<file path="src/rtl/seg_scan_bcd.sv">
// Multiplexed seven-segment controller: a sequential double-dabble converter
// feeds a PWM-dimmed digit scanner with leading-zero blanking and overflow glyph.
`timescale 1ns/1ps
module seg_scan_bcd #(
  parameter int DATA_W      = 16,
  parameter int DIGITS      = 4,
  parameter int REFRESH_DIV = 262144
) (
  input  logic              clock_100Mhz,
  input  logic              reset,
  input  logic [DATA_W-1:0] value,
  input  logic              load,
  output logic              busy,
  input  logic              blank_lz,
  input  logic              err,
  input  logic [3:0]        bright,
  output logic [DIGITS-1:0] Anode_Activate,
  output logic [6:0]        LED_out
);
  localparam int CONV_D = (DATA_W * 302) / 1000 + 1;
  localparam int BCD_W  = 4 * CONV_D;
  localparam int SR_W   = BCD_W + DATA_W;
  localparam int DISP_W = 4 * DIGITS;
  localparam int PAD_W  = (CONV_D > DIGITS) ? BCD_W : DISP_W;
  localparam int CNT_W  = $clog2(DATA_W + 1);
  localparam int PRE_W  = $clog2(REFRESH_DIV);
  localparam int IDX_W  = (DIGITS > 1) ? $clog2(DIGITS) : 1;

  localparam logic [6:0] GLYPH_E    = 7'b0110000;
  localparam logic [6:0] GLYPH_DASH = 7'b1111110;
  localparam logic [6:0] GLYPH_OFF  = 7'b1111111;

  typedef enum logic [1:0] {IDLE, SHIFT, COMMIT} state_e;

  state_e              state_q, state_d;
  logic [SR_W-1:0]     sr_q, sr_d, adj_sr;
  logic [CNT_W-1:0]    cnt_q, cnt_d;
  logic [DISP_W-1:0]   disp_q, disp_d;
  logic                ovf_q, ovf_d;
  logic [PAD_W-1:0]    bcd_pad;
  logic [PRE_W-1:0]    presc_q, presc_d;
  logic [IDX_W-1:0]    digit_q, digit_d;
  logic [3:0]          pwm_q;
  logic [DIGITS-1:0]   anode_q, anode_d, lz_run;
  logic [6:0]          led_q, led_d, glyph;
  logic [3:0]          cur_nib;
  logic                zero_run, pwm_on;

  function automatic logic [6:0] bcd_seg(input logic [3:0] n);
    case (n)
      4'd1:    return 7'b1001111;
      4'd2:    return 7'b0010010;
      4'd3:    return 7'b0000110;
      4'd4:    return 7'b1001100;
      4'd5:    return 7'b0100100;
      4'd6:    return 7'b0100000;
      4'd7:    return 7'b0001111;
      4'd8:    return 7'b0000000;
      4'd9:    return 7'b0000100;
      default: return 7'b0000001;
    endcase
  endfunction

  assign bcd_pad = PAD_W'(sr_q[SR_W-1:DATA_W]);
  assign busy    = (state_q != IDLE);

  // NOTE: every signal driven here gets a default first, so no path can infer a latch.
  always_comb begin
    state_d = state_q;
    sr_d    = sr_q;
    cnt_d   = cnt_q;
    disp_d  = disp_q;
    ovf_d   = ovf_q;
    adj_sr  = sr_q;
    case (state_q)
      IDLE: if (load) begin
        sr_d    = {{BCD_W{1'b0}}, value};
        cnt_d   = CNT_W'(DATA_W);
        state_d = SHIFT;
      end
      SHIFT: begin
        for (int k = 0; k < CONV_D; k++)
          if (adj_sr[DATA_W+4*k +: 4] >= 4'd5)
            adj_sr[DATA_W+4*k +: 4] = adj_sr[DATA_W+4*k +: 4] + 4'd3;
        sr_d  = {adj_sr[SR_W-2:0], 1'b0};
        cnt_d = cnt_q - CNT_W'(1);
        if (cnt_q == CNT_W'(1)) state_d = COMMIT;
      end
      COMMIT: begin
        // Display and overflow flag update together so no partial result is ever shown.
        disp_d  = bcd_pad[DISP_W-1:0];
        ovf_d   = |(bcd_pad >> DISP_W);
        state_d = IDLE;
      end
      default: state_d = IDLE;
    endcase
  end

  always_comb begin
    presc_d = presc_q + 1'b1;
    digit_d = digit_q;
    if (presc_q == PRE_W'(REFRESH_DIV - 1)) begin
      presc_d = '0;
      digit_d = (digit_q == IDX_W'(DIGITS - 1)) ? '0 : digit_q + 1'b1;
    end

    // lz_run[i] is set when digit i and every more significant digit are zero.
    zero_run = 1'b1;
    lz_run   = '0;
    for (int i = DIGITS - 1; i >= 0; i--) begin
      zero_run  = zero_run & (disp_q[4*i +: 4] == 4'd0);
      lz_run[i] = zero_run;
    end

    cur_nib = disp_q[4*digit_q +: 4];
    if (err)                                          glyph = GLYPH_E;
    else if (ovf_q)                                   glyph = GLYPH_DASH;
    else if (blank_lz && digit_q != '0 && lz_run[digit_q]) glyph = GLYPH_OFF;
    else                                              glyph = bcd_seg(cur_nib);

    pwm_on  = (bright == 4'hF) || (pwm_q < bright);
    anode_d = pwm_on ? ~(DIGITS'(1) << digit_q) : '1;
    led_d   = pwm_on ? glyph : GLYPH_OFF;
  end

  // NOTE: sequential state uses non-blocking assignments so every register samples pre-edge values.
  always_ff @(posedge clock_100Mhz or posedge reset) begin
    if (reset) begin
      state_q <= IDLE;
      sr_q    <= '0;
      cnt_q   <= '0;
      disp_q  <= '0;
      ovf_q   <= 1'b0;
      presc_q <= '0;
      digit_q <= '0;
      pwm_q   <= '0;
      anode_q <= '1;
      led_q   <= GLYPH_OFF;
    end else begin
      state_q <= state_d;
      sr_q    <= sr_d;
      cnt_q   <= cnt_d;
      disp_q  <= disp_d;
      ovf_q   <= ovf_d;
      presc_q <= presc_d;
      digit_q <= digit_d;
      pwm_q   <= pwm_q + 1'b1;
      anode_q <= anode_d;
      led_q   <= led_d;
    end
  end

  assign Anode_Activate = anode_q;
  assign LED_out        = led_q;

endmodule

</file>
<file path="config.mk">
export PLATFORM = sky130hd
export DESIGN_NAME = seg_scan_bcd
export DESIGN_NICKNAME = d
export VERILOG_FILES = /design/src/rtl/seg_scan_bcd.sv
export SDC_FILE = /design/constraint.sdc
export NUM_CORES = 1
export LEC_CHECK = 0
export BUFFER_PORTS_ARGS = -buffer_cell sky130_fd_sc_hd__buf_2
export CAP_MARGIN = 20
export CORE_ASPECT_RATIO = 0.9
export CORE_UTILIZATION = 54
export DETAILED_ROUTE_END_ITERATION = 7
export HOLD_SLACK_MARGIN = 0.02
export PLACE_DENSITY = 0.76
export SYNTH_ARGS = -nofsm -noshare
export SYNTH_HDL_FRONTEND = slang
export SYNTH_SLANG_ARGS = --single-unit
</file>
<file path="constraint.sdc">
create_clock -name clock_100Mhz -period 2.7 [get_ports clock_100Mhz]
set_input_delay 0.405 -clock clock_100Mhz [delete_from_list [all_inputs] [get_ports clock_100Mhz]]
set_output_delay 0.405 -clock clock_100Mhz [all_outputs]
set_load 0.005 [all_outputs]
</file>
Yosys cells after proc, flatten, opt, wreduce, memory -nomap -nowiden
Memory sizes are Yosys's and may differ from the RTL's.
Cells that the tools add are included.
Operators by class
  reduce and logical (&&, ||, !) cells: 14
  bitwise operators: 4
  multiplexer cells: 21
  shift-type cells: 2
  eq/ne operators: 8
  add/sub/neg operators: 9
  $lt $le $gt $ge: 7
Operator list (number)
  one-hot mux 36 bit (2 select lines): 1
  2-to-1 mux 36 bit: 1
  2-to-1 mux 7 bit: 4
  >= comparator 4 x 3 -> 1 bit, second input constant: 5
  2-to-1 mux 4 bit: 5
  adder 18 x 1 -> 18 bit, second input constant: 1
  == test 18 bit, second input constant: 1
  2-to-1 mux 18 bit: 1
  adder 4 x 2 -> 4 bit, second input constant: 4
  zero test 4 bit: 4
  variable part select 16 x 5 -> 4 bit: 1
  one-hot mux 5 bit (2 select lines): 1
  2-to-1 mux 2 bit: 3
  nonzero test 2 bit: 3
  == test 5 x 1 -> 1 bit, second input constant: 1
  2-to-1 mux 5 bit: 1
  subtractor 5 x 1 -> 5 bit, second input constant: 1
  adder 4 x 1 -> 4 bit, second input constant: 1
  == test 2 bit, second input constant: 2
  == test 4 bit, second input constant: 1
  less-than comparator 4 bit: 1
  inequality test 2 bit, second input constant: 2
  NOT 4 bit: 1
  one-hot mux 2 bit (2 select lines): 1
  other kinds (14): 18
Word-level totals
  input bits: 25
  memories kept: 1
  register bits: 95
  bits in read-only memories: 112
Memory list
  (no name shown): depth 16, width 7, read ports 1, clocked after Yosys merged registers in 0, write ports 0, RTL line 50  | case (n)

Longest topological paths before layout
Gate-level depths: netlist of the first run.
  depth in word-level cells: 11
  gate-level depth with buffers: 7
  gate-level depth less buffers: 7

Worst setup path before layout of the first run
Ideal clock, no wire load.
  path type: reg-to-reg
  from: reg digit_q[0]
  to: reg led_q[0], in the netlist LED_out[0]
  cell stages (with the launch flop): 7
  slack: 0.785 ns
  data arrival time: 1.824 ns
  period minus slack after synthesis: 1.915 ns
  cell sequence: dfrtp_1 -> buf_6 -> mux4_1 -> ha_1 -> mux2_1 -> o221ai_1 -> nand2_1
Between the ends
  longest elaborated chain between the ends: 7
RTL lines
  start, declared: RTL line 42  | logic [IDX_W-1:0] digit_q, digit_d;
  start signal, assigned: RTL line 146  | digit_q <= digit_d;
  branches (longest 3 deep; another with memory read (16 x 7 bit))
  2-to-1 mux 7 bit (*): RTL line 118  | else if (blank_lz && digit_q != '0 && lz_run[digit_q]) glyph = GLYPH_OFF;
  2-to-1 mux 7 bit (*): RTL line 117  | else if (ovf_q) glyph = GLYPH_DASH;
  2-to-1 mux 7 bit (*): RTL line 116  | if (err) glyph = GLYPH_E;
  2-to-1 mux 7 bit (*): RTL line 123  | led_d = pwm_on ? glyph : GLYPH_OFF;
  net led_d[0]: RTL line 45  | logic [6:0] led_q, led_d, glyph;
  end signal, assigned: RTL line 149  | led_q <= led_d;
  end, declared: RTL line 45
Mark *: on every way through the listed nets, which the timed path passes. The select of a mux whose other input is x is not followed.
A chain may end at the register's enable or synchronous reset.

Final worst setup path of the first run
  from: reg digit_q[0]
  to: reg led_q[6], in the netlist LED_out[6]
Same word-level chain as after synthesis.

==> impl_metrics.py, run 1 <==
metrics = {
    "clock_network": {
        "clkTransAtPathRegs_ps": 80,
        "clkLatencyLatePin_ps": 360,
        "cts_tree": "done",
        "cts_hold_buf": 0,
        "cts_resized": 0,
        "cts_sinks": 95,
        "postCtsSetupRepairBufs": 0,
        "cts-buffers-inserted": 9,
        "clock_path_buffers": 2,
        "root_buffer": "clkbuf_8",
        "htreeDepth": 3,
    },
    "sta": {
        "slew_violations": 0,
        "fin_crit_sh": 0.821,
        "maxSlewHeadroom": 0.603,
        "period_needed_ps": 2220,
        "clock.fmax_mhz": 451,
        "final.setup_skew_ps": 13.6,
        "rsz0062_at_grt": "false",
        "setup_tns_ps": 0,
        "finalSetupViolations": 0,
        "worst_pin_slew_ps": 594,
        "hold_viol": 0,
    },
    "die": {
        "chipWidth_um": 101,
        "ios": 37,
        "initial_utilization": 0.554,
        "core_sq_mm": 0.00853,
        "die_h_um": 90.8,
        "die_area_sq_mm": 0.00913,
        "fp-row-count": 32,
    },
    "placement": {
        "hpwl_um": 6100,
        "gp_congestion": 0.894,
        "numPlacedInstances": 596,
        "placement.io_buffers": 36,
    },
    "routing": {
        "vias_per_cell": 5.48,
        "first_iter_violations": 115,
        "drc": 0,
        "first_pass_iters": 5,
        "antenna_left": 0,
        "wire_per_inst_um": 14.1,
        "vias": 3348,
        "wl_um": 8630,
    },
    "final_layout": {
        "final_layout_size_suffix_gt1_frac": 0.177,
        "final_common_cell": "dfrtp_1",
        "mostFrequentLayoutCells": "dfrtp_1 (84), nand2_1 (49), o21ai_0 (46), buf_2 (36), a21oi_1 (29)",
        "fin_cells": 611,
        "area_growth_pct": 10.2,
        "fin_nets": 539,
        "n_antenna_cell": 0,
    },
    "critical_path": {
        "required_ps": 2970,
        "worstSetupStartpointType": "flop",
        "critPathCaptureType": "flop",
        "worst_ep_arrival_time_ps": 2490,
        "cp_max_fo": 8,
        "crit_type": "reg -> reg",
    },
    "global_routing": {
        "antenna_found_initial": 0,
        "overflow": 0,
        "grt_max_degree": 52,
        "grt_pass1_vias": 3266,
        "grt_pass1_wl_um": 14900,
        "grt_usage": 0.208,
    },
    "flow_run": {
        "maxCapViolCount": 0,
    },
    "status": {
        "status": "completed",
    },
    "logic_synthesis": {
        "synthArstFlopShare": 1.00,
        "syn_area_per_cell_sq_um": 10.5,
        "synthFlopType": "dfrtp_1",
        "syn_area_sq_mm": 0.00473,
        "ys_warn_count": 0,
        "synth_edf_count": 0,
        "synth_cell_types": 52,
        "ys_seq_elements": 95,
        "syn_inst": 452,
        "synth_fp_nets": 503,
        "seq_area_frac_synth": 0.506,
    },
    "pwr": {
        "vdd_ir_drop_max_mv": 0.512,
        "leakage_uw": 0.00239,
        "power_density_mw_per_mm2": 883,
    },
    "worst_hold_path": {
        "hp-class": "in -> async",
    },
}
==> final timing paths <==
| kind | from | to | slack (ps) | cells past startpoint |
|---|---|---|---|---|
| worst max-delay path | digit_q[0] | LED_out[6] | 480 | 6 |
| worst min-delay path | reset | presc_q[10] | 110 | 2 |
| worst max register to register | digit_q[0] | LED_out[6] | 480 | 6 |
| worst min register to register | pwm_q[0] | pwm_q[0] | 470 | 1 |
| max in group asynchronous | reset | disp_q[12] | 1950 | 3 |
| min in group clock_100Mhz | value[0] | sr_q[0] | 280 | 3 |
==> cells by family (layout without fill, tap and decap cells) <==
| logic type | count (synthesis) | in the layout | synth area share |
|---|---|---|---|
| AOI/OAI and AO/OA | 108 | 108 | 0.133 |
| xor gates and xnor gates | 25 | 25 | 0.0463 |
| adders and majority gates | 26 | 26 | 0.0688 |
| buffers and inverters | 43 | 83 | 0.0376 |
| DFF | 95 | 95 | 0.506 |
| muxes | 16 | 16 | 0.0484 |
| and+or+nand+nor | 139 | 139 | 0.160 |
==> cell usage after synthesis, types with 5 or more instances <==
cell | n | area [sq um]
nor2b_1 | 6 | 37.5
ha_1 | 26 | 325
nand3_1 | 11 | 55.1
xor2_1 | 10 | 87.6
clkbuf_1 | 14 | 52.6
a21oi_1 | 29 | 145
nand2_1 | 49 | 184
inv_1 | 24 | 90.1
dfrtp_1 | 84 | 2100
dfstp_2 | 11 | 289
a32o_1 | 5 | 50.1
nor2_1 | 23 | 86.3
o22ai_1 | 8 | 50.1
nand2b_1 | 8 | 50.1
and3b_1 | 12 | 105
nand4_1 | 5 | 31.3
o31ai_1 | 5 | 37.5
xnor2_1 | 15 | 131
mux2_2 | 8 | 90.1
o21ai_0 | 46 | 230
==> final cells by class <==
cell class / instances / area [sq um]
Clock buffer: 11 / 141
Clock inverter: 4 / 22.5
Fill cell: 703 / 3320
Inverter: 25 / 100
Multi-Input combinational cell: 314 / 2160
Sequential cell: 95 / 2390
Tap cell: 119 / 149
Timing Repair Buffer: 43 / 245
==> flip-flops by register name, summed over array words and instances, names as in the netlist <==
| name | flops |
|---|---|
| digit_q | 2 |
| presc_q | 18 |
| cnt_q | 5 |
| state_q | 2 |
| disp_q | 16 |
| LED_out | 7 |
| pwm_q | 4 |
| Anode_Activate | 4 |
| ovf_q | 1 |
| sr_q | 36 |
==> through the flow <==
step	worst slack (ps)	hold slack, ps	cell area (sq um)	total power, uW	utilization
6_report	483	113	5210	4600	0.611
5_1_grt	249	138	5210	4960	0.611
4_1_cts	459	112	5210	4640	0.611
3_5_place_dp	482	460	5040	3810	0.591
3_3_place_gp	630	454	5040	3710	0.591
2_1_floorplan	785	434	4730	3340	-
==> where the power goes <==
| part | total, uW | leakage, uW | internal [uW] | switching, uW |
|---|---|---|---|---|
| logic | 1610 | 0.00109 | 720 | 895 |
| registers | 2180 | 0.00122 | 1850 | 331 |
| clock network | 808 | 0.0000866 | 351 | 458 |
==> routing by layer <==
layer	routed length, um	GRT usage
met1	4050	0.275
met2	4170	0.336
met3	315	0.0550
met4	91	0.0628
met5	0	0
==> critical path, stage by stage, from the launching register on <==
cell	delay (ps)
dfrtp_1	530
inv_1	150
ha_1	240
or4b_1	540
nor4_2	280
a21oi_1	180
o221ai_1	220
(Power assumes the default switching activity.)
==> run 2: changes to the inputs <==
clock period = 1.9 ns   (was 2.7 ns; I/O delays follow)
==> impl_metrics.py, run 2 (synthesis results as in run 1) <==
metrics = {
    "status": {
        "status": "finished, violations left",
        "violations": "setup timing",
    },
    "final_layout": {
        "final_common_cell": "dfrtp_1",
        "fin_util": 0.635,
        "largestRegisters": "sr_q (36), presc_q (18), disp_q (16)",
        "multi_input_area_sq_mm": 0.00218,
        "n_antenna_cell": 0,
        "largest_register_ffs": 36,
        "layout.area.seq_sq_mm": 0.00239,
        "area_growth_pct": 14.6,
        "mostFrequentLayoutCells": "dfrtp_1 (84), nand2_1 (49), o21ai_0 (46), buf_2 (36), a21oi_1 (28)",
        "nFillCells": 675,
        "fin_nets": 555,
        "largest_register": "sr_q",
        "fin_area_sq_mm": 0.00542,
        "final_layout_size_suffix_gt1_frac": 0.220,
    },
    "sta": {
        "period_needed_ps": 1940,
        "whs_ps": 168,
        "setup_tns_ps": -65.1,
        "clock.fmax_mhz": 517,
        "finalSetupViolations": 2,
        "fin_ws_ps": -35.9,
        "fin_crit_sh": 1.02,
        "slew_violations": 0,
        "hold_viol": 0,
        "rsz0062_at_grt": "true",
        "maxSlewHeadroom": 0.674,
        "worst_pin_slew_ps": 488,
        "final.setup_skew_ps": 10.8,
    },
    "die": {
        "chipWidth_um": 101,
        "initial_utilization": 0.554,
        "fp-row-count": 32,
        "die_h_um": 90.8,
        "core_sq_mm": 0.00853,
        "die_area_sq_mm": 0.00913,
        "ios": 37,
    },
    "pwr": {
        "sw_frac_of_total": 0.353,
        "p_clk_frac": 0.209,
        "internal-power_uw": 4510,
        "vdd_ir_drop_max_mv": 0.643,
        "p_seq_frac": 0.443,
        "power_density_mw_per_mm2": 1290,
        "switchingPower_uw": 2460,
        "p_comb_frac": 0.349,
        "leakage_uw": 0.00248,
    },
    "routing": {
        "first_iter_violations": 171,
        "vias_per_cell": 5.47,
        "drc": 0,
        "wire_per_inst_um": 14.5,
        "antenna_left": 0,
        "first_pass_iters": 4,
        "wl_um": 9090,
        "vias": 3433,
    },
    "global_routing": {
        "antenna_found_initial": 0,
        "overflow": 0,
        "grt_pass1_vias": 3415,
        "grt_pass1_wl_um": 15800,
        "grt_max_degree": 35,
        "grt_usage": 0.217,
    },
    "critical_path": {
        "crit_slowest_cell": "mux4_2",
        "crit_chain": "buf_6, mux4_2, ha_2, mux2_1, o221ai_1, nand2_1",
        "cp_max_fo": 5,
        "worst_ep_arrival_time_ps": 2210,
        "crit_type": "reg -> reg",
        "required_ps": 2170,
        "critPathCaptureType": "flop",
        "cp_slowest_stage_delay_ps": 560,
        "worstSetupStartpointType": "flop",
    },
    "clock_network": {
        "cts_tree": "done",
        "clkTransAtPathRegs_ps": 90,
        "cts_sinks": 95,
        "clkLatencyLatePin_ps": 350,
        "cts-buffers-inserted": 9,
        "htreeDepth": 3,
        "root_buffer": "clkbuf_8",
        "clock_path_buffers": 2,
    },
    "placement": {
        "hpwl_um": 6360,
        "place_area_sq_mm": 0.00512,
        "gp_congestion": 0.939,
        "placement.io_buffers": 36,
    },
    "flow_run": {
        "maxCapViolCount": 0,
    },
    "worst_hold_path": {
        "hp-class": "in -> reg",
    },
}
-- run 2: changes by cell type in the layout (fill, tap and decap cells not counted), moves of 2 or more --
cell / change
buf_4: +13
ha_1: -3
ha_2: +3
bufinv_16: +2
clkbuf_1: +2
clkinv_2: -2
inv_1: -2
inv_2: +2
mux4_1: -2
mux4_2: +2
-- run 2: area by class of cell --
| type | instances | area share |
|---|---|---|
| clock inverter | 3 | 0.0125 |
| timing repair buffer | 59 | 0.0709 |
| multi-input combinational | 314 | 0.402 |
| clock buffer | 13 | 0.0275 |
| tap | 119 | 0.0275 |
| sequential | 95 | 0.441 |
| inverter | 25 | 0.0185 |
-- run 2: metal layers --
layer	vias up	wire, um	GRT usage
met3	10	285	0.0519
met1	1675	4270	0.286
met2	60	4440	0.361
met5	-	0	0
met4	0	91	0.0556
li1	1688	-	-
-- run 2: timing repair --
action	CTS	global route
hold endpoints to repair	17	0
pin swaps	0	2
buffers inserted	3	2
gates resized for setup	5	5
hold buffers	1	0
endpoints found under the setup margin	6	16
-- run 2: metrics by stage --
step,worst slack [ps],cells,power (uW)
global placement,8.20,606,5330
global route,-104,628,7480
floorplan,2.79,452,4750
CTS,-3.64,626,6970
detailed placement,-53.0,606,5470
finish,-35.9,628,6970
-- run 2: power groups by stage --
| stage | clock, uW | sequential, uW | combinational [uW] |
|---|---|---|---|
| final | 1450 | 3090 | 2430 |
| after global routing | 1560 | 3160 | 2760 |
| after CTS | 1480 | 3080 | 2410 |
| after detailed placement | 0 | 3100 | 2360 |
| after global placement | 0 | 3080 | 2250 |
| after floorplan | 0 | 2960 | 1780 |
-- run 2: worst paths after layout --
path                        startpoint           endpoint  slack, ps  depth (start not counted)
max in group asynchronous        reset  Anode_Activate[0]        790                          4
min                                err         LED_out[1]        170                          2
min in group asynchronous        reset        presc_q[16]        500                          3
min reg2reg                presc_q[12]        presc_q[12]        480                          1
max                         digit_q[0]         LED_out[0]        -40                          6
max reg2reg                 digit_q[0]         LED_out[0]        -40                          6
-- run 2: critical path: cells and delay by family, from the launching register on --
kind	cells	cell delay, ps
AOI/OAI and AO/OA	1	180
adders and majority gates	1	220
buffers and inverters	1	140
DFF	1	400
muxes	2	840
and+or+nand+nor	1	80
